$ cat src/rtl/cpu_ram_arb.sv
// cpu_ram_arb: round-robin arbiter that shares one cpu_ram port between two CPU masters.
// Optional WAIT timeout is built only when CPU_ARB_TIMEOUT_EN is defined.
module cpu_ram_arb #(
  parameter int unsigned ADDR_W  = 15,
  parameter int unsigned TIMEOUT = 64
) (
  input  logic              clk,
  input  logic              resetn,

  input  logic              m0_valid,
  input  logic [ADDR_W-1:0] m0_addr,
  input  logic [31:0]       m0_wdata,
  input  logic [3:0]        m0_wstrb,
  output logic [31:0]       m0_rdata,
  output logic              m0_ready,

  input  logic              m1_valid,
  input  logic [ADDR_W-1:0] m1_addr,
  input  logic [31:0]       m1_wdata,
  input  logic [3:0]        m1_wstrb,
  output logic [31:0]       m1_rdata,
  output logic              m1_ready,

  output logic              s_valid,
  output logic [ADDR_W-1:0] s_addr,
  output logic [31:0]       s_wdata,
  output logic [3:0]        s_wstrb,
  input  logic [31:0]       s_rdata,
  input  logic              s_ready,

  output logic              tout_err
);

  // The timeout counter is 8 bits wide, so the limit must fit in it.
  if (TIMEOUT == 0 || TIMEOUT > 255) begin : g_timeout_range
    $error("cpu_ram_arb: TIMEOUT must be in 1..255");
  end

  typedef enum logic [1:0] {StIdle, StIssue, StWait, StDone} state_e;

  state_e            state_q, state_d;
  logic              grant_q, grant_d;
  logic              last_q, last_d;
  logic [ADDR_W-1:0] addr_q, addr_d;
  logic [31:0]       wdata_q, wdata_d;
  logic [3:0]        wstrb_q, wstrb_d;
  logic [31:0]       rdata_q, rdata_d;
  logic              pick;

`ifdef CPU_ARB_TIMEOUT_EN
  localparam logic [7:0] TimeoutCnt = 8'(TIMEOUT);

  logic [7:0] cnt_q, cnt_d;
  logic       tout_q, tout_d;
`endif

  // Lone requester wins; on a tie the master not served last wins.
  always_comb begin
    if (m0_valid && m1_valid) begin
      pick = ~last_q;
    end else begin
      pick = m1_valid;
    end
  end

  always_comb begin
    state_d = state_q;
    grant_d = grant_q;
    last_d  = last_q;
    addr_d  = addr_q;
    wdata_d = wdata_q;
    wstrb_d = wstrb_q;
    rdata_d = rdata_q;
`ifdef CPU_ARB_TIMEOUT_EN
    cnt_d   = cnt_q;
    tout_d  = 1'b0;
`endif

    unique case (state_q)
      StIdle: begin
        if (m0_valid || m1_valid) begin
          grant_d = pick;
          addr_d  = pick ? m1_addr  : m0_addr;
          wdata_d = pick ? m1_wdata : m0_wdata;
          wstrb_d = pick ? m1_wstrb : m0_wstrb;
          state_d = StIssue;
        end
      end
      StIssue: begin
`ifdef CPU_ARB_TIMEOUT_EN
        cnt_d   = 8'd0;
`endif
        state_d = StWait;
      end
      StWait: begin
        if (s_ready) begin
          rdata_d = s_rdata;
          state_d = StDone;
        end
`ifdef CPU_ARB_TIMEOUT_EN
        else if (cnt_q == TimeoutCnt) begin
          rdata_d = 32'hBADADD00;
          tout_d  = 1'b1;
          state_d = StDone;
        end else begin
          cnt_d = cnt_q + 8'd1;
        end
`endif
      end
      StDone: begin
        last_d  = grant_q;
        state_d = StIdle;
      end
      default: state_d = StIdle;
    endcase
  end

  always_ff @(posedge clk or negedge resetn) begin
    if (!resetn) begin
      state_q <= StIdle;
      grant_q <= 1'b0;
      last_q  <= 1'b1;
      addr_q  <= '0;
      wdata_q <= '0;
      wstrb_q <= '0;
      rdata_q <= '0;
    end else begin
      state_q <= state_d;
      grant_q <= grant_d;
      last_q  <= last_d;
      addr_q  <= addr_d;
      wdata_q <= wdata_d;
      wstrb_q <= wstrb_d;
      rdata_q <= rdata_d;
    end
  end

`ifdef CPU_ARB_TIMEOUT_EN
  always_ff @(posedge clk or negedge resetn) begin
    if (!resetn) begin
      cnt_q  <= '0;
      tout_q <= 1'b0;
    end else begin
      cnt_q  <= cnt_d;
      tout_q <= tout_d;
    end
  end

  // tout_q is only ever set on the WAIT->DONE edge, so it is high exactly in DONE.
  assign tout_err = tout_q;
`else
  assign tout_err = 1'b0;
`endif

  assign s_valid  = (state_q == StIssue);
  assign s_addr   = addr_q;
  assign s_wdata  = wdata_q;
  assign s_wstrb  = wstrb_q;
  assign m0_ready = (state_q == StDone) && !grant_q;
  assign m1_ready = (state_q == StDone) && grant_q;
  assign m0_rdata = rdata_q;
  assign m1_rdata = rdata_q;

endmodule

$ cat config.mk
export PLATFORM = sky130hd
export DESIGN_NAME = cpu_ram_arb
export DESIGN_NICKNAME = d
export VERILOG_FILES = /design/src/rtl/cpu_ram_arb.sv
export SDC_FILE = /design/constraint.sdc
export NUM_CORES = 1
export LEC_CHECK = 0
export CORE_AREA = 4 4 98 100
export DETAILED_ROUTE_END_ITERATION = 6
export DIE_AREA = 0 0 102 104
export DONT_BUFFER_PORTS = 1
export GPL_ROUTABILITY_DRIVEN = 0
export MAX_ROUTING_LAYER = met4
export PLACE_DENSITY = 0.63
export SYNTH_ARGS = -nofsm -noshare
export SYNTH_HDL_FRONTEND = slang
export SYNTH_SLANG_ARGS = --single-unit
$ cat constraint.sdc
create_clock -name clk -period 4.6 [get_ports clk]
set_input_delay 0.46 -clock clk [delete_from_list [all_inputs] [get_ports clk]]
set_output_delay 0.46 -clock clk [all_outputs]
set_load 0.05 [all_outputs]
Yosys cells after proc, flatten, opt, wreduce, memory -nomap -nowiden
Index checks and enable logic that the tools add are counted.
{"block": "classes", "addsub": 0, "mul": 0, "div_mod_pow": 0, "magnitude_cmp": 0, "eq_ne": 5, "shifts": 0, "mux": 7, "n_bitwise": 1, "n_reduce_logical": 9}
{"cell": "2-to-1 mux 32 bit", "count": 1}
{"cell": "2-to-1 mux 15 bit", "count": 1}
{"cell": "case mux 2 bit (4 select lines)", "count": 1}
{"cell": "AND reduction 2 bit", "count": 3}
{"cell": "equality test 2 bit (second input constant)", "count": 2}
{"cell": "2-to-1 mux 2 bit", "count": 2}
{"cell": "2-to-1 mux 4 bit", "count": 1}
{"cell": "inequality test 2 bit (second input constant)", "count": 2}
{"cell": "logical AND 1 bit", "count": 3}
{"cell": "equality test 2 x 1 -> 1 bit (second input constant)", "count": 1}
{"cell": "zero test 2 bit", "count": 1}
{"cell": "zero test 1 bit", "count": 1}
{"cell": "logical OR 1 bit", "count": 1}
{"cell": "2-to-1 mux 1 bit", "count": 1}
{"cell": "NOT 1 bit", "count": 1}
{"block": "totals", "ff_bits": 87, "latchBits": 0, "ramBits": 0, "mem_bits_ro": 0, "in_bits": 139, "out_inout_bits": 119, "wordCells": 29, "n_memories": 0}

Logic depth before layout (Yosys ltp)
{"block": "logic_depth", "word_depth": 3, "mapped_depth": 7, "ltp_nobuf": 5}

Least setup slack after synthesis
No wires, ideal clock.
{"block": "synth_timing", "path_kind": "reg-to-output", "from": "reg state_q[0]", "to": "out m0_ready", "arrival_time_ps": 1269, "path_slack_ps": 2871, "path_stages_with_launch": 3, "n_path_buf": 0, "path_cell_list": "dfrtp_1 -> ha_1 -> nor2b_1"}
{"block": "synth_between", "elab_chain_len": 2}
{"item": "start, declared", "line_no": "41", "source": "state_e state_q, state_d;"}
{"item": "start signal, assigned", "line_no": "120", "source": "state_q <= StIdle;"}
{"item": "start signal, assigned", "line_no": "128", "source": "state_q <= state_d;"}
{"item": "equality test 2 bit", "line_no": "159", "source": "assign m0_ready = (state_q == StDone) && !grant_q;"}
{"item": "logical AND 1 bit", "line_no": "159"}
{"item": "end, declared", "line_no": "15", "source": "output logic m0_ready,"}
Every way passes these cells.

Worst setup path after layout
Ends and elaborated chain as after synthesis.

==> results_dict.tcl <==
set metrics [dict create \
    run_status "complete, but fails checks" \
    violations "hold timing" \
    multiInputGateArea_mm2 0.00143 \
    synth_top_area_frac 0.534 \
    hold_violations 10 \
    synthFlopType "dfrtp_1" \
    synthAdderAreaFrac 0.0124 \
    synth.cell_area_mm2 0.00403 \
    antenna_found_initial 0 \
    dpl_cell_area_mm2 0.00378 \
    clk_pin_slew_ns 0.10 \
    final_cells 472 \
    grt_max_degree 88 \
    rsz0062_at_grt "no" \
    path_max_fanout 4 \
    final_area_mm2 0.00401 \
    clockBufferDepth 2 \
    worstReg2RegEnd "s_wdata[10]" \
    start_util 0.464 \
    start_kind "flip-flop" \
    track_usage 0.188 \
    drc_errors 0 \
    cp.required_ns 4.14 \
    max_slew_margin 0.304 \
    num_vias 2722 \
    reg2reg_from "state_q[0]" \
    die_h_um 104 \
    setup_violations 0 \
    yosysUniqueCellTypes 20 \
    wl_per_cell_um 21.1 \
    routed_via_density 5.77 \
    io_buffers 0 \
    drtIter0Drc 110 \
    worst_slew_pin_slew_ns 1.04 \
    yosys-top-cells-count "a21oi_1 (103), dfrtp_1 (86), nand2_1 (52), nor2_1 (52), buf_4 (39)" \
    syn-instance-count 402 \
    die_width_um 102 \
    finalClockSkew_ns 0.0100 \
    numCtsBuffers 9 \
    hp-class "primary input to async pin" \
    boundaryPins 258 \
    setup_tns_ns 0 \
    holdWs_ns -0.0249 \
    min_period_ns 2.21 \
    synth.largest_area_cell "dfrtp_1" \
    place_ws_ns 2.59 \
    ys_ff_latch 87 \
    first_global_vias 2823 \
    cts.sink_count 87 \
    worstSetupPathType "flip-flop to primary output" \
    synthMuxAreaShare 0.0950 \
    dr.pass1.iters 4 \
    cts_tree "built" \
    drive_gt1_frac 0.162 \
    arrival_ns 1.75 \
    synth_compound_area_frac 0.143 \
    synthesis.nets 545 \
    grt_pass1_wl_mm 15.1 \
    drtAntennaViolNets 0 \
    ys_seq_area_frac 0.541 \
    maxCapViolations 0 \
    coreArea_mm2 0.00868 \
    nNetsFinal 502 \
    rr_worst_depth 5 \
    cts_setup_buffers 0 \
    antenna_cells 0 \
    startpoint "state_q[0]" \
    yosys.area_share.simple 0.102 \
    dieArea_mm2 0.0106 \
    crit_end "m0_ready" \
    post-dp-hpwl_mm 7.07 \
    grt_overflow_total 0 \
    regArea_mm2 0.00218 \
    clkLatencyLatePin_ns 0.35 \
    final.fill_count 830 \
    fmax_ghz 0.454 \
    finalWorstSetupSlack_ns 2.39 \
    yosysWarnings 0 \
    synthTopCellsByArea "dfrtp_1 (53%), a21oi_1 (13%), mux2_2 (9.5%)" \
    ctsRootBufferMaster "clkbuf_8" \
    post-route-period-util 0.479 \
    synthToLayoutAreaGrowth_pct -0.590 \
    fp-row-count 34 \
    slew_violations 0 \
    synth_top_family_by_area "compound AO/OA/AOI/OAI gates" \
    wl_mm 9.96 \
    cp-end-kind "primary output" \
    synth-edff-count 0 \
    avgSynthCellArea_um2 10.0 \
    ff2ff_setup_slack_ns 2.61 \
    place_inst 455 \
    synth_xor_area_frac 0 \
    ctsHtreeMaxLevel 3 \
    synthMostInstantiatedCell "a21oi_1" \
    async_flop_share 1.00 \
]
==> worst min path at each step <==
stage	from	endpoint	slack, ns	cells after the start
5_1_grt	resetn	m0_rdata[22]	0.02	1
4_1_cts	resetn	m0_rdata[1]	0.007	1
3_3_place_gp	resetn	m0_rdata[1]	0.17	0
2_1_floorplan	resetn	grant_q	0.16	0
6_report	resetn	m0_rdata[1]	-0.02	1
3_5_place_dp	resetn	m0_rdata[1]	0.17	0
==> worst max-delay path: stages, from the launching register on <==
cell and delay [ns]:
dfrtp_1 0.41, ha_1 0.21, nor2b_1 0.78
==> kinds of logic after synthesis <==
kind of cell	Yosys count
AO/OA/AOI/OAI	109
AND/OR/NAND/NOR	107
flip-flops	87
multiplexers	34
adder cells (fa/ha/maj)	4
buffers and inverters	60
other	1
==> metrics by stage <==
| step | hold slack (ns) | util |
|---|---|---|
| 2_1_floorplan | 0.164 | - |
| 3_3_place_gp | 0.167 | 0.435 |
| 3_5_place_dp | 0.167 | 0.435 |
| 4_1_cts | 0.00676 | 0.462 |
| 5_1_grt | 0.0157 | 0.462 |
| 6_report | -0.0249 | 0.462 |
==> final cells by class <==
class / instances / share of cell area
flip-flops and latches: 87 / 0.544
multi-input cells: 255 / 0.358
well taps: 108 / 0.0337
clock buffers: 9 / 0.0309
clock inverters: 7 / 0.0194
repair buffers: 4 / 0.0125
inverters: 2 / 0.00187
==> sequential cells by signal, indices dropped and copies added, names as in the netlist <==
| name | count |
|---|---|
| last_q | 1 |
| grant_q | 1 |
| s_wstrb | 4 |
| s_addr | 15 |
| state_q | 2 |
| s_wdata | 32 |
| m0_rdata | 32 |
==> layout by cell type (no fill, tap or decap), types with 2 or more instances in the layout <==
master | netlist | layout
nor2b_1 | 2 | 2
ha_1 | 4 | 4
dfrtp_1 | 86 | 86
a21oi_1 | 103 | 103
buf_4 | 39 | 3
inv_1 | 2 | 2
nand2_1 | 52 | 52
inv_6 | 0 | 3
nor2_1 | 52 | 52
clkbuf_8 | 0 | 9
mux2_2 | 34 | 34
==> layer usage <==
layer | track usage | routed length [µm]
met1 | 0.212 | 3430
met5 | - | 0
met2 | 0.317 | 5280
met4 | 0.0609 | 223
met3 | 0.0543 | 1030
==> timing repair <==
| item | CTS | global route |
|---|---|---|
| hold buffers | 1 | 0 |
| endpoints found under the hold margin | 87 | 0 |
| gates resized for setup | 0 | 0 |
Power is left out: the tool's default activity adds up to more than one toggle a clock period on the data nets, which glitch-free logic cannot reach.
